===== config.mk =====
export PLATFORM = sky130hd
export DESIGN_NAME = paralelo_serie_bc
export DESIGN_NICKNAME = d
export VERILOG_FILES = /design/src/rtl/ps_pkg.sv /design/src/rtl/ps_bit_counter.sv /design/src/rtl/paralelo_serie_bc.sv
export SDC_FILE = /design/constraint.sdc
export NUM_CORES = 1
export LEC_CHECK = 0
export ABC_CLOCK_PERIOD_IN_PS = 2850
export BUFFER_PORTS_ARGS = -buffer_cell sky130_fd_sc_hd__buf_4
export CAP_MARGIN = 30
export CORE_MARGIN = 10
export CORE_UTILIZATION = 55
export DETAILED_ROUTE_END_ITERATION = 10
export PLACE_DENSITY = 0.88
export SLEW_MARGIN = 25
export SYNTH_ARGS = -nofsm -noshare
export SYNTH_HDL_FRONTEND = slang
export SYNTH_SLANG_ARGS = --single-unit

===== constraint.sdc =====
create_clock -name clk_8f -period 2.85 [get_ports clk_8f]
set_input_delay 0.57 -clock clk_8f [delete_from_list [all_inputs] [get_ports clk_8f]]
set_output_delay 0.57 -clock clk_8f [all_outputs]
set_load 0.05 [all_outputs]

===== src/rtl/ps_pkg.sv =====
// rtl/ps_pkg.sv - shared comma symbol, state encoding and counter width for the serial link
package ps_pkg;

  localparam logic [7:0] COMMA_BC  = 8'hBC;
  localparam int         BIT_CNT_W = 3;

  typedef enum logic {
    ST_SYNC   = 1'b0,
    ST_ACTIVE = 1'b1
  } ps_state_t;

endpackage


===== src/rtl/ps_bit_counter.sv =====
// rtl/ps_bit_counter.sv - free-running 3-bit bit position counter with byte-boundary decode
module ps_bit_counter
  import ps_pkg::*;
(
  input  logic                 clk_8f,
  input  logic                 reset,
  output logic [BIT_CNT_W-1:0] bit_cnt,
  output logic                 load
);

  always_ff @(posedge clk_8f or posedge reset) begin
    if (reset) begin
      bit_cnt <= '0;
    end else begin
      bit_cnt <= bit_cnt + 1'b1;
    end
  end

  // The next edge is a byte boundary whenever the counter sits at zero.
  assign load = (bit_cnt == '0);

endmodule


===== src/rtl/paralelo_serie_bc.sv =====
// rtl/paralelo_serie_bc.sv - MSB-first serializer with 0xBC comma fill; PS_STATS_EN adds tx_count/comma_seen
module paralelo_serie_bc
  import ps_pkg::*;
#(
  parameter logic [7:0] COMMA       = COMMA_BC,
  parameter int         SYNC_COMMAS = 4
) (
  input  logic        clk_8f,
  input  logic        reset,
  input  logic [7:0]  data_in,
  input  logic        valid_in,
  output logic        data_out,
  output logic        data_ack,
  output logic        load,
  output logic        active
`ifdef PS_STATS_EN
  ,
  output logic [15:0] tx_count,
  output logic        comma_seen
`endif
);

  localparam logic [3:0] SYNC_LAST = 4'(SYNC_COMMAS - 1);

  logic [BIT_CNT_W-1:0] bit_cnt;
  logic [7:0]           shift_reg;
  logic [3:0]           sync_cnt;
  ps_state_t            state;
  logic [7:0]           word;
  logic                 take;

  ps_bit_counter u_bit_counter (
    .clk_8f  (clk_8f),
    .reset   (reset),
    .bit_cnt (bit_cnt),
    .load    (load)
  );

  // Data is only eligible once alignment commas are done; otherwise fill with the comma.
  always_comb begin
    take = 1'b0;
    word = COMMA;
    if (state == ST_ACTIVE && valid_in) begin
      take = 1'b1;
      word = data_in;
    end
  end

  always_ff @(posedge clk_8f or posedge reset) begin
    if (reset) begin
      state     <= ST_SYNC;
      sync_cnt  <= '0;
      shift_reg <= COMMA;
      data_out  <= 1'b0;
      data_ack  <= 1'b0;
      active    <= 1'b0;
    end else if (load) begin
      shift_reg <= word;
      data_out  <= word[7];
      data_ack  <= take;
      if (state == ST_SYNC) begin
        sync_cnt <= sync_cnt + 4'd1;
        if (sync_cnt == SYNC_LAST) begin
          state  <= ST_ACTIVE;
          active <= 1'b1;
        end
      end
    end else begin
      data_out <= shift_reg[3'd7 - bit_cnt];
      data_ack <= 1'b0;
    end
  end

`ifdef PS_STATS_EN
  always_ff @(posedge clk_8f or posedge reset) begin
    if (reset) begin
      tx_count   <= '0;
      comma_seen <= 1'b0;
    end else begin
      if (data_ack && tx_count != 16'hFFFF) begin
        tx_count <= tx_count + 16'd1;
      end
      comma_seen <= load && (word == COMMA);
    end
  end
`endif

endmodule


==> summary.txt <==
Power and ir drop
  • Clock share of power: 28.7%
  • Internal Dissipation: 0.3510 mW
  • Switching Share: 20.75%
  • Sequential power share: 64.0%
  • Leakage: 0.4643 nW
  • Peak VDD IR: 0.0003260 V
  • Pwr Density: 465.1 mW/mm2
  • Comb pwr share: 7.3%
  • Switch Pwr: 0.09188 mW

Synthesis
  • Synthesis Warnings: 0
  • Dominant synthesized flop cell: dfrtp_1
  • Post-Synthesis Cells: 58
  • Syn avg cell area: 13.83 um2
  • Share of Yosys cell area claimed by the top area cell type: 43.68%
  • Count leader, synth: dfrtp_1
  • Post-synthesis cell area: 802.0 um2
  • Synth area leader: dfrtp_1
  • Net Count, Synth: 72
  • Top cells by count, synth: 14 x dfrtp_1, 5 x dfstp_2, 5 x nand2_1, 4 x o22a_1
  • Seq/Total Area, Yosys: 60.06%
  • Synth top area cells: dfrtp_1 44%, dfstp_2 16%, ha_1 4.7%
  • Unique cell type count in the Yosys netlist: 21
  • Number of synthesized flops with an enable pin: 0
  • Asr flop ratio synth: 100.0%
  • Synthesis-stage register bit count: 19

Die
  • Die Span Y: 58.19 um
  • I/O pins: 15
  • Initial core utilization: 60.13%
  • FP Rows: 13
  • Core area: 0.001334 mm2
  • Full die area: 0.003385 mm2
  • Die Width: 58.19 um

Worst setup path
  • CP startpoint: u_bit_counter.bit_cnt[0]
  • Worst path bufs/invs: 3
  • Number of cells on the critical path: 5
  • Critical path endpoint: load
  • CP required: 2280 ps
  • Slowest CP cell: dfrtp_1
  • RR Startpoint: u_bit_counter.bit_cnt[0]
  • Register-to-register setup slack: 1170 ps
  • Critical path type: flop to primary output
  • Critical Path AT: 1550 ps
  • Worst r2r dst: sync_cnt[1]
  • CP Capture Type: primary output
  • Worst r2r path cells: 4
  • Critical Path Source Type: flop
  • Worst path max stage delay: 470 ps
  • CP Cell Sequence: inv_1 -> ha_1 -> nand2b_4 -> inv_2 -> buf_4
  • Worst-path fanout max: 8
  • Crit path max-delay family: flip-flops

Finish
  • Finished Cell Area: 952.2 um2
  • Layout cell share with drive strength beyond 1: 36.84%
  • Max reg flops: 8
  • Area Growth Syn to Fin: 18.72%
  • Antenna diodes: 0
  • Final #Nets: 91

Clocking
  • CTS tree: built
  • Reg clk slew, reported paths: 100 ps
  • Htree depth: 1
  • Root buffer cell: clkbuf_4
  • Worst-skew pair later-pin latency: 280 ps
  • CTS Buf Count: 3
  • Hold buffer count at cts: 0
  • Maximum root-to-sink buffer count: 2
  • CTS resizes: 0
  • Clock Sinks: 19
  • Post-CTS Setup Bufs: 0

STA
  • Post-route minimum period: 2119 ps
  • Worst rel slew slack: 56.54%
  • Max Freq: 0.4720 GHz
  • RSZ-0062 raised after global routing: no
  • Max-slew violations: 0
  • Crit share post-route: 74.33%
  • Clock skew: 2.155 ps
  • Slew @ Worst Pin: 651.1 ps
  • Total Neg Setup Slack: 0 ps
  • Final hold violation count: 0
  • Final setup viols: 0

Detailed routing
  • Avg Vias per Cell: 5.440
  • First-pass detailed-route iteration total: 5
  • Initial DRC Count: 3
  • Residual DRC: 0
  • Antenna-violating nets left: 0
  • WL/cell: 14.95 um
  • Overall routed net length: 1.360 mm
  • Vias: 495

Worst hold path
  • Hold Path Class: input port to async pin

Global route
  • First-pass GRT wire length: 2.332 mm
  • Initial antenna violation count: 0
  • All-layer global routing usage: 8.554%
  • Vias in the first global route: 558
  • Largest net degree at the start of global routing: 20
  • Grt total ovfl: 0

Placement
  • Hpwl dp: 1.085 mm
  • Count of port buffers added during placement: 14
  • Post-DP Area: 925.9 um2
  • Placer Congestion: 0.7332

Job
  • Max-cap violation count: 0

Run status
  • Status: finished, final reports clean
-- cell usage in the layout (no fill, tap or decap), drive strengths merged, types with 3 or more instances in the layout --
cell type	count
dfrtp	14
a22o	3
dfstp	5
nand2	5
buf	14
ha	3
o22a	4
inv	5
clkbuf	4
-- power groups by stage --
stage | Combinational, mW | Sequential (mW) | Clock, mW
after floorplan | 0.0127 | 0.292 | 0
after global placement | 0.0327 | 0.288 | 0
after detailed placement | 0.0331 | 0.288 | 0
after CTS | 0.0332 | 0.283 | 0.128
after global routing | 0.0357 | 0.284 | 0.140
final | 0.0325 | 0.283 | 0.127
-- per-layer routing --
| layer | share of wire [%] | global-route usage [%] | vias to the layer above |
|---|---|---|---|
| met3 | 4.8 | 3.486 | 2 |
| li1 | - | - | 249 |
| met5 | 0 | 0 | - |
| met4 | 0.88 | 2.013 | 0 |
| met2 | 48 | 15.18 | 7 |
| met1 | 46 | 9.171 | 237 |
-- per-stage QoR --
step | total power [mW] | setup WS, ps | utilization [%] | cells | hold WS, ps
finish | 0.4429 | 731.5 | 71.39 | 91 | 371.3
global route | 0.4597 | 628.4 | 71.39 | 91 | 398.5
CTS | 0.4445 | 721.5 | 71.39 | 91 | 392.7
detailed placement | 0.3212 | 1048 | 69.42 | 87 | 455.4
global placement | 0.3209 | 1102 | 69.42 | 87 | 444.8
floorplan | 0.3047 | 1237 | - | 58 | 438.8
-- cells by family after synthesis --
kind of cell,count (synthesis),share of synthesized area [%]
AOI/OAI and AO/OA,10,10.14
xor gates and xnor gates,4,4.369
adders and majority gates,3,4.681
buffers and inverters,5,2.340
DFF,19,60.06
muxes,4,7.177
and+or+nand+nor,13,11.23
-- area by class of cell --
type / count / area [um2]
multi-input cells: 34 / 301.5
flip-flops and latches: 19 / 481.7
fillers: 97 / 381.6
inverters: 5 / 18.77
well taps: 15 / 18.77
clock buffers: 4 / 26.28
repair buffers: 14 / 105.1
-- worst min path at each step --
| stage | endpoint | startpoint | cells past startpoint |
|---|---|---|---|
| floorplan | shift_reg[7] | shift_reg[7] | 2 |
| global placement | active | active | 1 |
| detailed placement | shift_reg[7] | shift_reg[7] | 2 |
| CTS | u_bit_counter.bit_cnt[2] | reset | 2 |
| global route | shift_reg[0] | reset | 2 |
| finish | data_out | reset | 2 |
(Power assumes the default switching activity.)
